===== config.mk =====
export PLATFORM = sky130hd
export DESIGN_NAME = jtag_dtm_ext_flat
export DESIGN_NICKNAME = d
export VERILOG_FILES = /design/src/rtl/jtag_dtm_ext_pkg.sv /design/src/rtl/jtag_dtm_ext_if.sv /design/src/rtl/jtag_dtm_ext_shift_reg.sv /design/src/rtl/jtag_dtm_ext.sv /design/src/flat_wrapper.sv
export SDC_FILE = /design/constraint.sdc
export NUM_CORES = 1
export LEC_CHECK = 0
export CAP_MARGIN = 20
export CORE_MARGIN = 2
export CORE_UTILIZATION = 59
export CTS_CLUSTER_SIZE = 24
export DETAILED_ROUTE_END_ITERATION = 12
export PLACE_DENSITY = 0.84
export SYNTH_ARGS = -nofsm -noshare
export SYNTH_HDL_FRONTEND = slang
export SYNTH_SLANG_ARGS = --single-unit

===== constraint.sdc =====
create_clock -name tck -period 3.66 [get_ports tck]
set_input_delay 0.732 -clock tck [delete_from_list [all_inputs] [get_ports tck]]
set_output_delay 0.732 -clock tck [all_outputs]
set_load 0.005 [all_outputs]

===== src/rtl/jtag_dtm_ext_pkg.sv =====
// Shared definitions for the extended JTAG debug transport module:
// DMI op codes, dmistat codes, default IR codes, FSM state encoding and
// the DTMCS capture word builder.
package jtag_dtm_ext_pkg;

    localparam int unsigned DMI_DATA_W = 32;
    localparam int unsigned DMI_OP_W   = 2;
    localparam int unsigned DMISTAT_W  = 2;
    localparam int unsigned IR_W       = 5;
    localparam int unsigned DTMCS_W    = 32;

    localparam logic [DMI_OP_W-1:0] DMI_OP_NOP   = 2'd0;
    localparam logic [DMI_OP_W-1:0] DMI_OP_READ  = 2'd1;
    localparam logic [DMI_OP_W-1:0] DMI_OP_WRITE = 2'd2;

    localparam logic [DMISTAT_W-1:0] DMISTAT_OK     = 2'd0;
    localparam logic [DMISTAT_W-1:0] DMISTAT_FAILED = 2'd2;
    localparam logic [DMISTAT_W-1:0] DMISTAT_BUSY   = 2'd3;

    localparam logic [IR_W-1:0] IR_DTMCS_DEF = 5'h10;
    localparam logic [IR_W-1:0] IR_DMI_DEF   = 5'h11;

    localparam int unsigned DTMCS_DMIRESET_BIT  = 16;
    localparam int unsigned DTMCS_HARDRESET_BIT = 17;

    typedef enum logic {
        ST_IDLE = 1'b0,
        ST_REQ  = 1'b1
    } dtm_state_e;

    // DTMCS read value; dmireset/dmihardreset always read back as 0.
    function automatic logic [DTMCS_W-1:0] dtmcs_word(
        input logic [2:0]           idle,
        input logic [DMISTAT_W-1:0] stat,
        input logic [5:0]           abits
    );
        return {14'b0, 2'b0, 1'b0, idle, stat, abits, 4'd1};
    endfunction

endpackage


===== src/rtl/jtag_dtm_ext_if.sv =====
// DMI request/acknowledge bus between the DTM (master) and the debug
// module (slave).
//   addr/wdata/op/req : master -> slave, request payload held while req=1
//   rdata/resp/ack    : slave -> master, valid with the one-cycle ack pulse
interface jtag_dtm_ext_if #(
    parameter int unsigned ABITS = 7
);
    import jtag_dtm_ext_pkg::*;

    logic [ABITS-1:0]      addr;
    logic [DMI_DATA_W-1:0] wdata;
    logic [DMI_OP_W-1:0]   op;
    logic                  req;
    logic [DMI_DATA_W-1:0] rdata;
    logic [DMISTAT_W-1:0]  resp;
    logic                  ack;

    modport master (
        output addr, wdata, op, req,
        input  rdata, resp, ack
    );

    modport slave (
        input  addr, wdata, op, req,
        output rdata, resp, ack
    );

endinterface


===== src/rtl/jtag_dtm_ext_shift_reg.sv =====
// Capture/shift data register used for both DTMCS and DMI.
//   tck, trst_n      : JTAG clock, async active-low reset
//   sel_i            : this register is selected by the current IR
//   capture_i        : Capture-DR strobe, loads capture_data_i
//   shift_i, tdi_i   : Shift-DR strobe and serial input (LSB first)
//   data_o           : parallel register contents, read at Update-DR
//   tdo_o            : bit 0 when selected, else 0
module jtag_dtm_ext_shift_reg #(
    parameter int unsigned W = 32
) (
    input  logic         tck,
    input  logic         trst_n,
    input  logic         sel_i,
    input  logic         capture_i,
    input  logic         shift_i,
    input  logic         tdi_i,
    input  logic [W-1:0] capture_data_i,
    output logic [W-1:0] data_o,
    output logic         tdo_o
);

    logic [W-1:0] sr_q;
    logic [W-1:0] sr_d;

    // Capture has priority; the TAP never asserts both strobes together.
    always_comb begin : sr_next
        sr_d = sr_q;
        if (sel_i && capture_i) begin
            sr_d = capture_data_i;
        end else if (sel_i && shift_i) begin
            sr_d = {tdi_i, sr_q[W-1:1]};
        end
    end

    always_ff @(posedge tck or negedge trst_n) begin : sr_reg
        if (!trst_n) begin
            sr_q <= '0;
        end else begin
            sr_q <= sr_d;
        end
    end

    assign data_o = sr_q;
    assign tdo_o  = sel_i & sr_q[0];

endmodule


===== src/rtl/jtag_dtm_ext.sv =====
// RISC-V debug transport module: bridges DTMCS/DMI DR scans from the TAP
// to a single-outstanding DMI req/ack bus, with sticky dmistat, dmireset,
// dmihardreset and an optional ack timeout.
//   tck, trst_n            : JTAG clock, async active-low reset
//   ir_value               : current TAP instruction
//   dr_capture/shift/update: TAP DR strobes
//   tdi, tdo               : serial data in/out
//   dmi                    : DMI bus (master side)
//   dmi_busy               : operation outstanding
//   dmi_sticky             : current dmistat
module jtag_dtm_ext
    import jtag_dtm_ext_pkg::*;
#(
    parameter int unsigned    ABITS     = 7,
    parameter int unsigned    IDLE_HINT = 1,
    parameter int unsigned    TIMEOUT   = 1023,
    parameter logic [IR_W-1:0] IR_DTMCS = IR_DTMCS_DEF,
    parameter logic [IR_W-1:0] IR_DMI   = IR_DMI_DEF
) (
    input  logic                  tck,
    input  logic                  trst_n,
    input  logic [IR_W-1:0]       ir_value,
    input  logic                  dr_capture,
    input  logic                  dr_shift,
    input  logic                  dr_update,
    input  logic                  tdi,
    output logic                  tdo,
    jtag_dtm_ext_if.master        dmi,
    output logic                  dmi_busy,
    output logic [DMISTAT_W-1:0]  dmi_sticky
);

    localparam int unsigned DMI_W   = ABITS + DMI_DATA_W + DMI_OP_W;
    localparam int unsigned CNT_W   = (TIMEOUT < 2) ? 1 : $clog2(TIMEOUT + 1);
    localparam int unsigned TO_LAST = (TIMEOUT == 0) ? 0 : TIMEOUT - 1;

    dtm_state_e state_q, state_d;

    logic [DMISTAT_W-1:0]  stat_q, stat_d, stat_mid;
    logic [CNT_W-1:0]      cnt_q, cnt_d;
    logic [ABITS-1:0]      addr_q, addr_d;
    logic [DMI_DATA_W-1:0] wdata_q, wdata_d;
    logic [DMI_OP_W-1:0]   op_q, op_d;
    logic [DMI_DATA_W-1:0] rdata_q, rdata_d;

    // ---------------------------------------------------------------
    // Data registers
    // ---------------------------------------------------------------
    logic                  sel_dtmcs, sel_dmi;
    logic [DTMCS_W-1:0]    dtmcs_cap, dtmcs_sr;
    logic [DMI_W-1:0]      dmi_cap, dmi_sr;
    logic [DMISTAT_W-1:0]  cap_stat;
    logic                  dtmcs_tdo, dmi_tdo;

    assign sel_dtmcs = (ir_value == IR_DTMCS);
    assign sel_dmi   = (ir_value == IR_DMI);

    assign dtmcs_cap = dtmcs_word(3'(IDLE_HINT), stat_q, 6'(ABITS));

    // A capture while an operation is still outstanding reports busy.
    assign cap_stat = (state_q == ST_REQ) ? DMISTAT_BUSY : stat_q;
    assign dmi_cap  = {addr_q, rdata_q, cap_stat};

    jtag_dtm_ext_shift_reg #(.W(DTMCS_W)) u_dtmcs_sr (
        .tck            (tck),
        .trst_n         (trst_n),
        .sel_i          (sel_dtmcs),
        .capture_i      (dr_capture),
        .shift_i        (dr_shift),
        .tdi_i          (tdi),
        .capture_data_i (dtmcs_cap),
        .data_o         (dtmcs_sr),
        .tdo_o          (dtmcs_tdo)
    );

    jtag_dtm_ext_shift_reg #(.W(DMI_W)) u_dmi_sr (
        .tck            (tck),
        .trst_n         (trst_n),
        .sel_i          (sel_dmi),
        .capture_i      (dr_capture),
        .shift_i        (dr_shift),
        .tdi_i          (tdi),
        .capture_data_i (dmi_cap),
        .data_o         (dmi_sr),
        .tdo_o          (dmi_tdo)
    );

    // IR codes are distinct, so at most one term is non-zero.
    assign tdo = dtmcs_tdo | dmi_tdo;

    // Only the reset control bits of DTMCS are writable.
    logic unused_dtmcs_bits;
    assign unused_dtmcs_bits = ^{dtmcs_sr[DTMCS_W-1:DTMCS_HARDRESET_BIT+1],
                                 dtmcs_sr[DTMCS_DMIRESET_BIT-1:0]};

    // ---------------------------------------------------------------
    // Events
    // ---------------------------------------------------------------
    logic                  hardreset, dmireset;
    logic                  dmi_upd, dmi_cap_evt, op_valid;
    logic                  ack_evt, timeout_evt, done_evt;
    logic                  accept, clash;
    logic [ABITS-1:0]      upd_addr;
    logic [DMI_DATA_W-1:0] upd_data;
    logic [DMI_OP_W-1:0]   upd_op;

    assign upd_addr = dmi_sr[DMI_W-1 -: ABITS];
    assign upd_data = dmi_sr[DMI_OP_W +: DMI_DATA_W];
    assign upd_op   = dmi_sr[DMI_OP_W-1:0];

    assign hardreset   = dr_update && sel_dtmcs && dtmcs_sr[DTMCS_HARDRESET_BIT];
    assign dmireset    = dr_update && sel_dtmcs && dtmcs_sr[DTMCS_DMIRESET_BIT];
    assign dmi_upd     = dr_update && sel_dmi;
    assign dmi_cap_evt = dr_capture && sel_dmi;
    assign op_valid    = (upd_op == DMI_OP_READ) || (upd_op == DMI_OP_WRITE);

    // Hardreset overrides a coincident ack; ack overrides a coincident timeout.
    assign ack_evt     = (state_q == ST_REQ) && dmi.ack && !hardreset;
    assign timeout_evt = (TIMEOUT != 0) && (state_q == ST_REQ) && !dmi.ack &&
                         !hardreset && (cnt_q == CNT_W'(TO_LAST));
    assign done_evt    = ack_evt || timeout_evt;

    // Completion is applied before a same-cycle update, so the update
    // sees the post-completion state and dmistat.
    always_comb begin : stat_after_done
        stat_mid = stat_q;
        if (stat_q == DMISTAT_OK) begin
            if (ack_evt && (dmi.resp == DMISTAT_FAILED || dmi.resp == DMISTAT_BUSY)) begin
                stat_mid = dmi.resp;
            end else if (timeout_evt) begin
                stat_mid = DMISTAT_FAILED;
            end
        end
    end

    assign accept = dmi_upd && op_valid && !hardreset &&
                    ((state_q == ST_IDLE) || done_evt) && (stat_mid == DMISTAT_OK);
    assign clash  = dmi_upd && op_valid && (state_q == ST_REQ) && !done_evt;

    // ---------------------------------------------------------------
    // FSM
    // ---------------------------------------------------------------
    always_ff @(posedge tck or negedge trst_n) begin : fsm_reg
        if (!trst_n) begin
            state_q <= ST_IDLE;
        end else begin
            state_q <= state_d;
        end
    end

    always_comb begin : fsm_next
        state_d = state_q;
        if (hardreset) begin
            state_d = ST_IDLE;
        end else if (accept) begin
            state_d = ST_REQ;
        end else if (done_evt || clash) begin
            state_d = ST_IDLE;
        end
    end

    // Request is a function of state so reset and completion drop it at once.
    always_comb begin : fsm_out
        dmi.req  = 1'b0;
        dmi_busy = 1'b0;
        if (state_q == ST_REQ) begin
            dmi.req  = 1'b1;
            dmi_busy = 1'b1;
        end
    end

    // ---------------------------------------------------------------
    // Datapath: dmistat, timeout counter, request payload, read data
    // ---------------------------------------------------------------
    always_comb begin : dp_next
        stat_d  = stat_mid;
        cnt_d   = '0;
        addr_d  = addr_q;
        wdata_d = wdata_q;
        op_d    = op_q;
        rdata_d = rdata_q;

        if (dmi_cap_evt && (state_q == ST_REQ)) begin
            stat_d = DMISTAT_BUSY;
        end
        if (clash) begin
            stat_d = DMISTAT_BUSY;
        end
        if (dmireset || hardreset) begin
            stat_d = DMISTAT_OK;
        end

        if ((state_q == ST_REQ) && !done_evt && !clash && !hardreset) begin
            cnt_d = cnt_q + CNT_W'(1);
        end

        if (ack_evt && (op_q == DMI_OP_READ)) begin
            rdata_d = dmi.rdata;
        end

        if (accept) begin
            addr_d  = upd_addr;
            wdata_d = upd_data;
            op_d    = upd_op;
        end
    end

    always_ff @(posedge tck or negedge trst_n) begin : dp_reg
        if (!trst_n) begin
            stat_q  <= DMISTAT_OK;
            cnt_q   <= '0;
            addr_q  <= '0;
            wdata_q <= '0;
            op_q    <= DMI_OP_NOP;
            rdata_q <= '0;
        end else begin
            stat_q  <= stat_d;
            cnt_q   <= cnt_d;
            addr_q  <= addr_d;
            wdata_q <= wdata_d;
            op_q    <= op_d;
            rdata_q <= rdata_d;
        end
    end

    assign dmi.addr   = addr_q;
    assign dmi.wdata  = wdata_q;
    assign dmi.op     = op_q;
    assign dmi_sticky = stat_q;

endmodule


===== src/flat_wrapper.sv =====
// flat-port wrapper written by rule: the top's interface ports become plain ports
module jtag_dtm_ext_flat import jtag_dtm_ext_pkg::*;
#(
    parameter int unsigned    ABITS     = 7,
    parameter int unsigned    IDLE_HINT = 1,
    parameter int unsigned    TIMEOUT   = 1023,
    parameter logic [IR_W-1:0] IR_DTMCS = IR_DTMCS_DEF,
    parameter logic [IR_W-1:0] IR_DMI   = IR_DMI_DEF
)
  (tck, trst_n, ir_value, dr_capture, dr_shift, dr_update, tdi, tdo, dmi_busy, dmi_sticky, dmi_addr, dmi_wdata, dmi_op, dmi_req, dmi_rdata, dmi_resp, dmi_ack);
  jtag_dtm_ext_if #(.ABITS(ABITS)) dmi_i ();
  input  logic tck;
  input  logic trst_n;
  input  logic [IR_W-1:0] ir_value;
  input  logic dr_capture;
  input  logic dr_shift;
  input  logic dr_update;
  input  logic tdi;
  output logic tdo;
  output logic dmi_busy;
  output logic [DMISTAT_W-1:0] dmi_sticky;
  output wire logic [$bits(dmi_i.addr)-1:0] dmi_addr;
  output wire logic [$bits(dmi_i.wdata)-1:0] dmi_wdata;
  output wire logic [$bits(dmi_i.op)-1:0] dmi_op;
  output wire logic [$bits(dmi_i.req)-1:0] dmi_req;
  input wire logic [$bits(dmi_i.rdata)-1:0] dmi_rdata;
  input wire logic [$bits(dmi_i.resp)-1:0] dmi_resp;
  input wire logic [$bits(dmi_i.ack)-1:0] dmi_ack;
  assign dmi_addr = dmi_i.addr;
  assign dmi_wdata = dmi_i.wdata;
  assign dmi_op = dmi_i.op;
  assign dmi_req = dmi_i.req;
  assign dmi_i.rdata = dmi_rdata;
  assign dmi_i.resp = dmi_resp;
  assign dmi_i.ack = dmi_ack;
  jtag_dtm_ext #(.ABITS(ABITS), .IDLE_HINT(IDLE_HINT), .TIMEOUT(TIMEOUT), .IR_DTMCS(IR_DTMCS), .IR_DMI(IR_DMI)) u_core (.tck(tck), .trst_n(trst_n), .ir_value(ir_value), .dr_capture(dr_capture), .dr_shift(dr_shift), .dr_update(dr_update), .tdi(tdi), .tdo(tdo), .dmi(dmi_i), .dmi_busy(dmi_busy), .dmi_sticky(dmi_sticky));
endmodule

Yosys cells after proc, flatten, opt, wreduce, memory -nomap -nowiden

Index checks and enable logic that the tools add are counted.

Output and inout bits: 46
Flip-flop bits (word level): 159
Word-level logic and storage cells: 78

$add $sub $neg: 1
Bitwise logic cells: 4
Equal/unequal tests: 8
Reductions and logical operators: 40
Muxes and demuxes: 16

Operators by type and width:

| cell                                                             | count |
|---|---|
| 41-bit two-way mux                                               | 2 |
| 32-bit two-way mux                                               | 2 |
| 1-bit logical AND                                                | 25 |
| 2-bit two-way mux                                                | 7 |
| 10-bit by 1-bit adder with 10-bit output (second input constant) | 1 |
| 10-bit == test (second input constant)                           | 1 |
| 5-bit == test (second input constant)                            | 2 |
| 10-bit two-way mux                                               | 1 |
| 2-bit == test (second input constant)                            | 3 |
| 1-bit logical OR                                                 | 6 |
| 2-bit by 1-bit == test with 1-bit output (second input constant) | 2 |
| 1-bit logical NOT                                                | 4 |
| 2-bit logical NOT                                                | 2 |
| 1-bit two-way mux                                                | 4 |
| 2-bit nonzero test                                               | 2 |
| 3-bit nonzero test                                               | 1 |
| 1-bit bitwise AND                                                | 2 |
| 1-bit inverter                                                   | 1 |
| 1-bit bitwise OR                                                 | 1 |

Longest topological paths before layout

Word-level depth: 13
Depth in mapped cells: 7

Cells and area by module

A second synthesis with hierarchy kept.

Cells, all modules: 663
Area total of the unflattened synthesis: 7,388.3 um^2

By module, submodules not included:

| module                                      | cells each | instances | area an instance (um^2) | sequential area each (um^2) |
|---|---|---|---|---|
| jtag_dtm_ext                                | 244        | 1         | 3,676.0                 | 2,152.1 |
| jtag_dtm_ext_shift_reg at u_core.u_dmi_sr   | 235        | 1         | 2,052.0                 | 1,026.0 |
| jtag_dtm_ext_shift_reg at u_core.u_dtmcs_sr | 184        | 1         | 1,660.3                 | 800.8 |

Least setup slack after synthesis

No wires, ideal clock.

Kind: in2reg
From: input ir_value[1]
To: register u_core.rdata_q[10]
Data required time: 3,535 ps
Path buffers: 3
Arrival time: 2,467 ps
Path slack: 1,068 ps
Stages on the path: 7
Cells stage by stage: or4b_1 clkbuf_1 o31ai_1 or3_1 clkbuf_2 buf_6 mux2_2

Longest elaborated chain between the ends: 6

RTL lines:

| what                           | RTL line            | RTL |
|---|---|---|
| from (decl)                    | flat_wrapper.sv:14  | `input logic [IR_W-1:0] ir_value;` |
| 5-bit == test                  | jtag_dtm_ext.sv:55  | `assign sel_dtmcs = (ir_value == IR_DTMCS);` |
| 1-bit logical AND (2 in a row) | jtag_dtm_ext.sv:111 | `assign hardreset = dr_update && sel_dtmcs && dtmcs_sr[DTMCS_HARDRESET_BIT];` |
| 1-bit logical NOT              | jtag_dtm_ext.sv:118 | `assign ack_evt = (state_q == ST_REQ) && dmi.ack && !hardreset;` |
| 1-bit logical AND              | jtag_dtm_ext.sv:118 |  |
| 1-bit logical AND              | jtag_dtm_ext.sv:197 | `if (ack_evt && (op_q == DMI_OP_READ)) begin` |
| to (signal assigned)           | jtag_dtm_ext.sv:222 | `rdata_q <= rdata_d;` |
| to (decl)                      | jtag_dtm_ext.sv:44  | `logic [DMI_DATA_W-1:0] rdata_q, rdata_d;` |

Every way passes these cells.
A chain may end at the register's enable or synchronous reset.

Worst setup path after layout

From: input ir_value[1]
To: output tdo

Longest elaborated chain between the ends: 3
Elaborated cells on any way between the ends: 5

RTL lines:

| what                             | RTL line                               | RTL |
|---|---|---|
| 5-bit == test (on tied branches) | jtag_dtm_ext.sv:55, jtag_dtm_ext.sv:56 |  |
| 1-bit bitwise AND                | jtag_dtm_ext_shift_reg.sv:44           | `assign tdo_o = sel_i & sr_q[0];` |
| 1-bit bitwise OR (*)             | jtag_dtm_ext.sv:89                     | `assign tdo = dtmcs_tdo \| dmi_tdo;` |
| to (decl)                        | flat_wrapper.sv:19                     | `output logic tdo;` |

Mark *: on every way between the ends. The rest lies on a longest branch, timed or not.

==> flow_metrics.py <==
metrics = {
    "run_status": {
        "outcome": "finished, final reports clean",
    },
    "cts": {
        "cts_tree": "built",
        "cts_resized": 0,
        "cts_root_buf": "clkbuf_16",
        "cts.sinks": 159,
        "cts_made_buffers": 17,
        "cts-hold-fix-buffers": 0,
        "path_clk_slew_ns": 0.06,
        "clockBufferDepth": 2,
        "clkLatencyLatePin_ns": 0.42,
        "cts_setup_buffers": 0,
        "h-tree-depth": 4,
    },
    "power_and_ir_drop": {
        "power_density_nw_per_um2": 479,
        "power.total_mw": 4.04,
        "peakVddDrop_uv": 588,
        "power.leakage_nw": 3.94,
    },
    "yosys": {
        "synth_top_area_share_pct": 58.2,
        "ys_warn_count": 0,
        "synth.most_common_cell": "dfrtp_1",
        "ys_seq_elements": 159,
        "syn_area_sq_um": 6830,
        "syn_area_per_cell_sq_um": 11.9,
        "syn_nets": 623,
        "synthCells": 575,
        "synth_largest_area_cell": "dfrtp_1",
        "synth-edff-count": 0,
        "ys_seq_area_share_pct": 58.2,
        "synthFlopType": "dfrtp_1",
        "yosys-top-cells-count": "dfrtp_1 (159), o22ai_1 (77), nand2_1 (64)",
        "async_flop_share_pct": 100,
        "synthDistinctLibCells": 44,
        "synthTopCellsByArea": "dfrtp_1 (58%), mux2_4 (8.6%), o22ai_1 (7.1%), mux2_2 (5.4%), nand2_1 (3.5%)",
    },
    "route": {
        "wirelength_mm": 15.3,
        "ant_nets": 0,
        "first_pass_iters": 5,
        "via_per_inst": 6.13,
        "wire_per_inst_microns": 18.9,
        "drc": 0,
        "drt_iter0_markers": 419,
        "num_vias": 4947,
    },
    "worst_setup_path": {
        "critPathArrivalTime_ns": 2.54,
        "crit_fanout": 7,
        "cp-end-kind": "primary output",
        "critPathRequiredTime_ns": 2.93,
        "path_class": "primary input to primary output",
        "start_kind": "primary input",
    },
    "run": {
        "cap_viol_max_count": 0,
    },
    "global_routing": {
        "grt_pass1_wl_mm": 25.6,
        "busiest_layer": "met2",
        "grt_use_total_pct": 25.6,
        "use_met3_pct": 5.77,
        "grt_max_degree": 103,
        "grtUsageMet2_pct": 41.6,
        "grt_pass1_vias": 5088,
        "met1_usage_pct": 34.7,
        "antenna_found_initial": 0,
        "gr-total-overflow": 0,
    },
    "timing": {
        "hold_violations": 0,
        "period_needed_ns": 3.27,
        "rsz0062_at_grt": "false",
        "fin_ws_ns": 0.389,
        "fin_tns_setup_ns": 0,
        "final-setup-viol-count": 0,
        "finalMaxSlewViolations": 0,
        "relSlewSlack_pct": 39.4,
        "worst_pin_slew_ns": 0.908,
        "fmax_ghz": 0.306,
        "fin_skew_ns": 0.00676,
        "finalCritPeriodShare_pct": 89.4,
    },
    "final_layout": {
        "syn_to_final_growth_pct": 23.6,
        "drive_above_1_share_pct": 18.2,
        "diodes": 0,
        "final_net_count": 699,
    },
    "floorplanning": {
        "start_util_pct": 60.1,
        "die_area_sq_um": 12500,
        "die_w_microns": 112,
        "pin_count": 92,
        "core_sq_um": 11400,
        "rows": 39,
        "fp.dieH_microns": 112,
    },
    "place": {
        "detailed_place_hpwl_mm": 9.25,
        "post-place-ws_ns": 0.354,
        "io_buffers": 91,
        "gp_congestion": 0.828,
    },
    "worst_hold_path": {
        "min_path_type": "primary input to asynchronous set/reset pin",
    },
}
power breakdown:
group	total, mW	switching [mW]	internal [mW]
clock network	1.92	0.675	1.24
logic	0.250	0.132	0.118
registers	1.87	0.0577	1.82
total	4.04	0.865	3.18
registers in the layout, indices dropped and copies added (netlist names), 2 cells and up:
register,count
u_core.dmi.addr,7
u_core.dmi.wdata,32
u_core.rdata_q,32
u_core.dmi_sticky,2
u_core.dmi.op,2
u_core.cnt_q,10
u_core.u_dtmcs_sr.data_o,32
u_core.u_dmi_sr.data_o,41
worst max-delay path, cell delays in order:
cell and delay (ns):
clkdlybuf4s50_1 0.43, or4b_1 0.70, nor2_1 0.17, clkdlybuf4s50_1 0.51
layer usage:
metal / up-vias / routed length, microns
li1: 2242 / -
met1: 2497 / 6620
met2: 187 / 7580
met3: 21 / 840
met4: 0 / 246
met5: - / 0
cells in the final DEF, fill, tap and decap left out, types with 5 or more instances in the layout:
master,instances
dfrtp_1,159
a21oi_1,41
xor2_1,6
clkdlybuf4s50_1,89
nor2_1,21
mux2_4,39
o21ai_0,34
nand2_1,64
clkbuf_16,17
mux2_2,33
o22ai_1,77
bufinv_16,5
buf_4,7
final timing paths:
| path | start | to | slack (ns) | cells past startpoint |
|---|---|---|---|---|
| setup / recovery | ir_value[1] | tdo | 0.39 | 4 |
| hold / removal | trst_n | u_core.dmi.wdata[3]$_DFFE_PN0P_ | 0.41 | 1 |
| setup reg to reg | u_core.u_dmi_sr.data_o[0]$_DFFE_PN0P_ | u_core.dmi.wdata[17]$_DFFE_PN0P_ | 1.25 | 5 |
| hold reg to reg | u_core.u_dtmcs_sr.data_o[14]$_DFFE_PN0P_ | u_core.u_dtmcs_sr.data_o[14]$_DFFE_PN0P_ | 0.48 | 2 |
| max in group asynchronous | trst_n | u_core.u_dtmcs_sr.data_o[1]$_DFFE_PN0P_ | 2.43 | 2 |
| min in group tck | u_core.u_dtmcs_sr.data_o[14]$_DFFE_PN0P_ | u_core.u_dtmcs_sr.data_o[14]$_DFFE_PN0P_ | 0.48 | 2 |
logic make-up (layout without fill, tap and decap cells):
family,after synthesis,after routing,synth area share [%]
buffers and inverters,50,139,4.21
adder cells (fa/ha/maj),2,2,0.366
XOR/XNOR,9,9,1.15
multiplexers,74,74,14.3
flip-flops,159,159,58.2
AO/OA/AOI/OAI,166,166,14.0
AND/OR/NAND/NOR,115,115,7.69
area by class of cell:
class / instances / area, sq um
repair buffers: 102 / 1040
flip-flops and latches: 159 / 3980
inverters: 5 / 18.8
fillers: 720 / 2930
well taps: 143 / 179
clock inverters: 11 / 186
multi-input cells: 366 / 2580
clock buffers: 21 / 460
through the flow:
| stage | instance area [sq um] | instances | hold slack (ns) | util [%] |
|---|---|---|---|---|
| 2_1_floorplan | 6830 | 575 | 0.436 | - |
| 3_5_place_dp | 7790 | 775 | 0.470 | 68.6 |
| 4_1_cts | 8440 | 807 | 0.447 | 74.2 |
| 3_3_place_gp | 7790 | 775 | 0.462 | 68.6 |
| 6_report | 8440 | 807 | 0.405 | 74.2 |
| 5_1_grt | 8440 | 807 | 0.482 | 74.2 |
Power figures use the tool's default switching activity.
